===== src/rtl/div_int_seq_pkg.sv =====
// Shared definitions for the sequential signed divider: FSM state encoding and default width.
package div_int_seq_pkg;

  localparam int N_DEFAULT = 8;

  typedef enum logic [2:0] {
    S_IDLE = 3'd0,
    S_LOAD = 3'd1,
    S_ITER = 3'd2,
    S_SIGN = 3'd3,
    S_WAIT = 3'd4
  } state_t;

endpackage


===== src/rtl/div_int_seq_dp.sv =====
// Restoring-division datapath: magnitude registers, iteration counter and the final sign fix.
// The first quotient step is folded into the load cycle, so only N-1 iteration cycles follow.
module div_int_seq_dp
  import div_int_seq_pkg::*;
#(
  parameter int N = N_DEFAULT
) (
  input  logic                clock,
  input  logic                reset,
  input  logic                load_i,
  input  logic                skip_i,
  input  logic                iter_i,
  input  logic                sign_i,
  input  logic signed [N-1:0] x_i,
  input  logic signed [N-1:0] y_i,
  output logic                last_o,
  output logic signed [N-1:0] q_o,
  output logic signed [N-1:0] r_o
);

  localparam int CW = (N > 2) ? $clog2(N) : 1;

  function automatic logic [N-1:0] add_n(input logic [N-1:0] a, input logic [N-1:0] b,
                                         input logic cin);
    return a + b + {{(N-1){1'b0}}, cin};
  endfunction

  function automatic logic [N-1:0] abs_nat(input logic [N-1:0] a);
    return a[N-1] ? add_n(~a, '0, 1'b1) : a;
  endfunction

  function automatic logic comp_nat(input logic [N:0] a, input logic [N:0] b);
    return a >= b;
  endfunction

  logic [N-1:0]  rem_q, rem_d, quo_q, quo_d, dvs_q, dvs_d;
  logic [CW-1:0] cnt_q, cnt_d;
  logic          sx_q, sx_d, sy_q, sy_d;
  logic [N-1:0]  qo_q, qo_d, ro_q, ro_d;

  logic [N-1:0]  abs_x, abs_y, r_src, q_src, d_src, r_step, q_step;
  logic [N:0]    t;
  logic          ge;

  assign abs_x = abs_nat(x_i);
  assign abs_y = abs_nat(y_i);

  // One restoring step; during load it starts from R=0, Q=|x|, D=|y|.
  always_comb begin
    r_src  = load_i ? '0 : rem_q;
    q_src  = load_i ? abs_x : quo_q;
    d_src  = load_i ? abs_y : dvs_q;
    t      = {r_src, q_src[N-1]};
    ge     = comp_nat(t, {1'b0, d_src});
    r_step = ge ? add_n(t[N-1:0], ~d_src, 1'b1) : t[N-1:0];
    q_step = {q_src[N-2:0], ge};
  end

  always_comb begin
    rem_d = rem_q;
    quo_d = quo_q;
    dvs_d = dvs_q;
    cnt_d = cnt_q;
    sx_d  = sx_q;
    sy_d  = sy_q;
    qo_d  = qo_q;
    ro_d  = ro_q;
    if (load_i) begin
      dvs_d = abs_y;
      sx_d  = x_i[N-1];
      sy_d  = y_i[N-1];
      if (skip_i) begin
        quo_d = '0;
        rem_d = abs_x;
        cnt_d = '0;
      end else begin
        quo_d = q_step;
        rem_d = r_step;
        cnt_d = CW'(N-2);
      end
    end else if (iter_i) begin
      quo_d = q_step;
      rem_d = r_step;
      cnt_d = cnt_q - CW'(1);
    end
    if (sign_i) begin
      qo_d = (sx_q ^ sy_q) ? add_n(~quo_q, '0, 1'b1) : quo_q;
      ro_d = sx_q ? add_n(~rem_q, '0, 1'b1) : rem_q;
    end
  end

  always_ff @(posedge clock or posedge reset) begin
    if (reset) begin
      rem_q <= '0;
      quo_q <= '0;
      dvs_q <= '0;
      cnt_q <= '0;
      sx_q  <= 1'b0;
      sy_q  <= 1'b0;
      qo_q  <= '0;
      ro_q  <= '0;
    end else begin
      rem_q <= rem_d;
      quo_q <= quo_d;
      dvs_q <= dvs_d;
      cnt_q <= cnt_d;
      sx_q  <= sx_d;
      sy_q  <= sy_d;
      qo_q  <= qo_d;
      ro_q  <= ro_d;
    end
  end

  assign last_o = (cnt_q == '0);
  assign q_o    = qo_q;
  assign r_o    = ro_q;

endmodule


===== src/rtl/div_int_seq.sv =====
// Sequential signed divider with soc/eoc handshake; FSM and operand capture live here.
// Define DIV0_CHECK_EN to short-circuit y=0 and flag it on div0.
module div_int_seq
  import div_int_seq_pkg::*;
#(
  parameter int N = N_DEFAULT
) (
  input  logic                clock,
  input  logic                reset,
  input  logic                soc,
  input  logic signed [N-1:0] x,
  input  logic signed [N-1:0] y,
  output logic                eoc,
  output logic signed [N-1:0] q,
  output logic signed [N-1:0] r,
  output logic                ow,
  output logic                div0
);

  localparam logic signed [N-1:0] MIN_NEG = {1'b1, {(N-1){1'b0}}};

  state_t state_q, state_d;
  logic signed [N-1:0] x_q, y_q;
  logic ow_q, ow_d;
  logic accept, load, skip, iter, sign, last;

  always_comb begin
    state_d = state_q;
    eoc     = 1'b0;
    accept  = 1'b0;
    load    = 1'b0;
    skip    = 1'b0;
    iter    = 1'b0;
    sign    = 1'b0;
    case (state_q)
      S_IDLE: begin
        eoc = 1'b1;
        if (soc) begin
          accept  = 1'b1;
          state_d = S_LOAD;
        end
      end
      S_LOAD: begin
        load    = 1'b1;
        state_d = S_ITER;
`ifdef DIV0_CHECK_EN
        if (y_q == '0) begin
          skip    = 1'b1;
          state_d = S_SIGN;
        end
`endif
      end
      S_ITER: begin
        iter = 1'b1;
        if (last) state_d = S_SIGN;
      end
      S_SIGN: begin
        sign    = 1'b1;
        state_d = S_WAIT;
      end
      S_WAIT: begin
        eoc = 1'b1;
        // Held soc must not retrigger; wait for it to drop.
        if (!soc) state_d = S_IDLE;
      end
      default: state_d = S_IDLE;
    endcase
  end

  assign ow_d = sign ? ((x_q == MIN_NEG) && (y_q == '1)) : ow_q;

  always_ff @(posedge clock or posedge reset) begin
    if (reset) begin
      state_q <= S_IDLE;
      x_q     <= '0;
      y_q     <= '0;
      ow_q    <= 1'b0;
    end else begin
      state_q <= state_d;
      ow_q    <= ow_d;
      if (accept) begin
        x_q <= x;
        y_q <= y;
      end
    end
  end

`ifdef DIV0_CHECK_EN
  logic div0_q;
  always_ff @(posedge clock or posedge reset) begin
    if (reset)       div0_q <= 1'b0;
    else if (accept) div0_q <= 1'b0;
    else if (sign)   div0_q <= (y_q == '0);
  end
  assign div0 = div0_q;
`else
  assign div0 = 1'b0;
`endif

  div_int_seq_dp #(.N(N)) u_dp (
    .clock  (clock),
    .reset  (reset),
    .load_i (load),
    .skip_i (skip),
    .iter_i (iter),
    .sign_i (sign),
    .x_i    (x_q),
    .y_i    (y_q),
    .last_o (last),
    .q_o    (q),
    .r_o    (r)
  );

  assign ow = ow_q;

endmodule

===== config.mk =====
export PLATFORM = sky130hd
export DESIGN_NAME = div_int_seq
export DESIGN_NICKNAME = d
export VERILOG_FILES = /design/src/rtl/div_int_seq_pkg.sv /design/src/rtl/div_int_seq_dp.sv /design/src/rtl/div_int_seq.sv
export SDC_FILE = /design/constraint.sdc
export NUM_CORES = 1
export LEC_CHECK = 0
export CAP_MARGIN = 20
export CORE_UTILIZATION = 35
export CTS_CLUSTER_DIAMETER = 120
export DETAILED_ROUTE_END_ITERATION = 10
export DONT_BUFFER_PORTS = 1
export GPL_TIMING_DRIVEN = 0
export PLACE_DENSITY_LB_ADDON = 0.08
export SKIP_CTS_REPAIR_TIMING = 1
export SYNTH_ARGS = -nofsm -noshare
export SYNTH_HDL_FRONTEND = slang
export SYNTH_HIERARCHICAL = 1
export SYNTH_SLANG_ARGS = --single-unit
export TNS_END_PERCENT = 5

===== constraint.sdc =====
create_clock -name clock -period 4.48 [get_ports clock]
set_clock_uncertainty 0.15 [all_clocks]
set_input_delay 0.896 -clock clock [delete_from_list [all_inputs] [get_ports clock]]
set_output_delay 0.896 -clock clock [all_outputs]
set_load 0.02 [all_outputs]

* Word level (Yosys, flattened, before mapping)
Cells that the tools add are included.
Cells by class: add/sub/neg operators 7, multipliers 0, divide/modulo/power cells 0, $lt $le $gt $ge 1, eq/ne operators 9, shifts and indexed selects 0, mux-type cells 24, bitwise gates (word level) 6, reductions and logical operators 6
Operator list (count):
- $mux 8 | 12
- $add 8x1->8 const B | 5
- $not 8->8 | 5
- $eq 8x8->1 const B | 2
- $mux 3 | 5
- $pmux 3 s5 | 1
- $ge 9x8->1 | 1
- $add 8x8->8 | 1
- $eq 3x2->1 const B | 2
- $logic_not 3->1 | 2
- $mux 1 | 6
- $ne 2x2->1 const B | 3
- $eq 3x1->1 const B | 1
- $eq 3x3->1 const B | 1
- $reduce_and 3->1 | 1
- $sub 3x1->3 const B | 1
- $reduce_bool 2->1 | 1
- $reduce_or 2->1 | 1
- $logic_and 1x1->1 | 1
- $xor 1x1->1 | 1
Storage, ports and cells: register bits 65, bits in latches 0, memory bits (writable) 0, ROM bits 0, bits of input ports 19, output and inout port bits 19, memories kept 0

* Longest topological paths before layout
depth in word-level cells 10, gate-level depth with buffers 13

* Cells and area by module
Netlist, hierarchy kept.
By module, submodules not included:
- div_int_seq_dp | instances 1, cells each 309, area an instance 2862.7 µm², seq. area each 1126.1 µm²
- div_int_seq | instances 1, cells each 58, area an instance 837.1 µm², seq. area each 500.5 µm²

* Worst setup path before layout
Ideal clock, no wire load.
path kind register to register, from register state_q[2], to register u_dp.rem_q[0], setup time 77 ps, data arrival time 3177 ps, data required time 4253 ps, path slack 1076 ps, stages on the path, launching flop included 12, buffers on the path 2, period minus slack after synthesis 3404 ps, path through dfrtp_1 nor3b_1 buf_2 buf_1 nand2_1 o41a_1 ha_1 nand3_1 o31ai_2 nor2_8 mux2_4 a21oi_1
Between the ends: cells in the longest elaborated chain, start to end 9, elaborated cells on any way between the ends 15, those cells by class add/sub: 2; order compare: 1; eq/ne: 2; mux: 8; bitwise: 1; reduce/logical: 1
Ends and longest elaborated chain:
- start: declaration | line div_int_seq.sv:22 | state_t state_q, state_d;
- start signal: assignment | line div_int_seq.sv:79 | state_q <= state_d;
- $eq 3x1->1 (*) | line div_int_seq.sv:35 | case (state_q)
- $mux 1 (*) | line div_int_seq.sv:35
- named net load | line div_int_seq.sv:25 | logic accept, load, skip, iter, sign, last;
- $mux 8
- $not 8->8 | line div_int_seq_dp.sv:55 | r_step = ge ? add_n(t[N-1:0], ~d_src, 1'b1) : t[N-1:0];
- $add 8x8->8 | line div_int_seq_dp.sv:25 | return a + b + {{(N-1){1'b0}}, cin};
- $add 8x1->8 | line div_int_seq_dp.sv:25
- $mux 8 | line div_int_seq_dp.sv:55
- $mux 8 | line div_int_seq_dp.sv:81 | end else if (iter_i) begin
- $mux 8 | line div_int_seq_dp.sv:68 | if (load_i) begin
- end signal: assignment | line div_int_seq_dp.sv:103 | rem_q <= rem_d;
- end: declaration | line div_int_seq_dp.sv:36 | logic [N-1:0] rem_q, rem_d, quo_q, quo_d, dvs_q, dvs_d;
The timed path passes the listed nets; every way through them passes the cells marked *. The select of a mux whose other input is x is not followed. A chain may end at the register's enable or synchronous reset.

* Final worst setup path
from register state_q[0], to register u_dp.rem_q[0]
The elaborated chain is that of the path after synthesis.

==> metrics <==
Startpoint Class register; top_reg_cell synth dfrtp_1; setup TNS 0 ns; critical path class reg2reg; ys async rst share 1.000; H-tree levels 3; worst slew pin tran 0.7686 ns; # Max-Cap Violations 0; critical path fanouts, max 10; status finished, final reports clean; TritonCTS clock tree yes; Final ANT Viol Nets 0; EDFF count, synth 0; Yosys top cell by area dfrtp_1; antenna violations before repair 0; Post-Syn Instances 367; most frequent cells after synthesis dfrtp_1, nor2_1, nand2_1; most common cell in the netlist dfrtp_1; cell total after placement 508; CTS Root Cell clkbuf_8; final worst-path cycle share 0.9110; post-synth top area share 0.4396; Inserted Clock Buffers 9; Crit. End Element register; dpl cell area 0.003905 sq mm; Yosys cell types 54; Max Clk Rate 245.0 MHz; Longest Clk Path Bufs 2; Fin. Hold Viols 0; Final Slew Violations 0; post-synthesis sequential area ratio 0.4396; GRT Residual Overflow 0; via count 2,572; Routed wire per std cell 16.07 um; cell area after synthesis 0.003700 sq mm; # port buffers 0; CP cell instances nor3b_1 -> buf_2 -> buf_1 -> nand2_1 -> o41a_1 -> ha_1 -> nand3_1 -> o31ai_2 -> nor2_8 -> mux2_4 -> a21oi_1; Setup Viol. Count Final 0; fin crit period 4.081 ns; synth warn 6; CTS clk-pin slew, worst paths 0.07 ns; io pins 38; Slowest Stage Delay on Critical Path 0.50 ns; worst hold path type in2async; global-route wire length before repair 14,240 um; Die Wd 104.8 um; Post-layout nets 417; largest net degree at the start of global routing 28; Core Rows 37; Critical Path AT 4.19 ns; Initial Util 0.3600; Post-route DRC 0; Avg Cell Area, Syn 10.08 sq um; die area 0.01099 sq mm; vias per cell 4.918; Max-slew headroom 0.4870; Post-DP HPWL 6493 um; register bit total from synthesis 65; starting DRC count in detailed routing 100; GRT Total Usage 0.1687; largest cells by area after synthesis dfrtp_1, mux2_2, mux2i_1; CP required 4.59 ns; worst skew pair latency 0.34 ns; Die Ht 104.8 um; final std cells w/o fill 523; DRT Wirelength 8405 um; post-route cell area 0.004115 sq mm; core area 0.01028 sq mm; # diodes 0; Critical-path top delay cell o31ai_2; DR pass1 iterations 4; vias in the first global route 2,681; routability congestion estimate 0.8043; RSZ-0062 raised after global routing false; P&R area growth vs syn 11.23%; CTS Sinks 65; ratio of cells with drive above 1 in the final layout 0.1240
[layout by cell type (no fill, tap or decap), types with 14 or more instances in the layout]
cell type and instances:
dfrtp_1 65, nor2_1 35, nand2_1 28, inv_1 23
a21oi_1 22, mux2_2 21, mux2i_1 20, xnor2_1 14
xor2_1 14, ha_1 14
[registers in the layout (all words and copies together) (netlist names)]
| name | flops |
|---|---|
| state_q | 3 |
| u_dp/dvs_q | 8 |
| y_q | 8 |
| u_dp/sx_q | 1 |
| u_dp/r_o | 8 |
| u_dp/quo_q | 8 |
| ow | 1 |
| u_dp/rem_q | 8 |
| x_q | 8 |
| u_dp/cnt_q | 3 |
| u_dp/sy_q | 1 |
| u_dp/q_o | 8 |
[final timing paths]
kind / start / end / slack [ns] / cells after the start
worst min register to register: u_dp/dvs_q[6] / u_dp/dvs_q[6] / 0.36 / 1
min in group clock: u_dp/dvs_q[6] / u_dp/dvs_q[6] / 0.36 / 1
worst min-delay path: reset / u_dp/cnt_q[1] / 0.30 / 1
worst max register to register: state_q[0] / u_dp/rem_q[0] / 0.40 / 11
max in group asynchronous: reset / x_q[6] / 3.26 / 1
worst max-delay path: state_q[0] / u_dp/rem_q[0] / 0.40 / 11
[layout make-up]
cell class	count	area [sq um]
fill	1077	6162
multi-input combinational	266	1921
sequential	65	1627
tap	136	170.2
clock buffer	12	145.1
inverter	24	90.09
buffer	16	77.57
clock inverter	3	65.06
timing repair buffer	1	20.02
[metal layers]
metal  up-vias  track usage  part of all wire
met5         -            0                 0
met4         0      0.06237             0.014
met2        46       0.2819              0.47
li1       1307            -                 -
met3         8      0.04242             0.037
met1      1211       0.2099              0.48
[through the flow]
stage	hold WS, ns	setup WS (ns)	utilization
after floorplan	0.3260	1.076	-
after global placement	0.3390	0.3987	0.3780
after detailed placement	0.3487	0.3805	0.3800
after CTS	0.3005	0.3263	0.4004
after global routing	0.3096	0.06502	0.4004
final	0.3024	0.3989	0.4004
[cell families (layout without fill, tap and decap cells)]
logic type	count (synthesis)	after routing	share of synthesized area
fa+ha+maj	15	15	0.05276
other cells	1	5	0.001014
compound gates	75	75	0.1349
buf+inv	40	56	0.04532
mux	42	42	0.1221
xor+xnor	28	28	0.06628
flops	65	65	0.4396
simple gates	101	101	0.1380
[critical path, delay by kind of cell (launching register included)]
kind	cells	cell delay, ns
flops	1	0.47
mux	1	0.32
simple gates	4	0.88
fa+ha+maj	1	0.41
compound gates	3	1.04
buf+inv	2	0.74
Power is left out: the tool's default activity adds up to more than one toggle a clock period on the data nets, which glitch-free logic cannot reach.
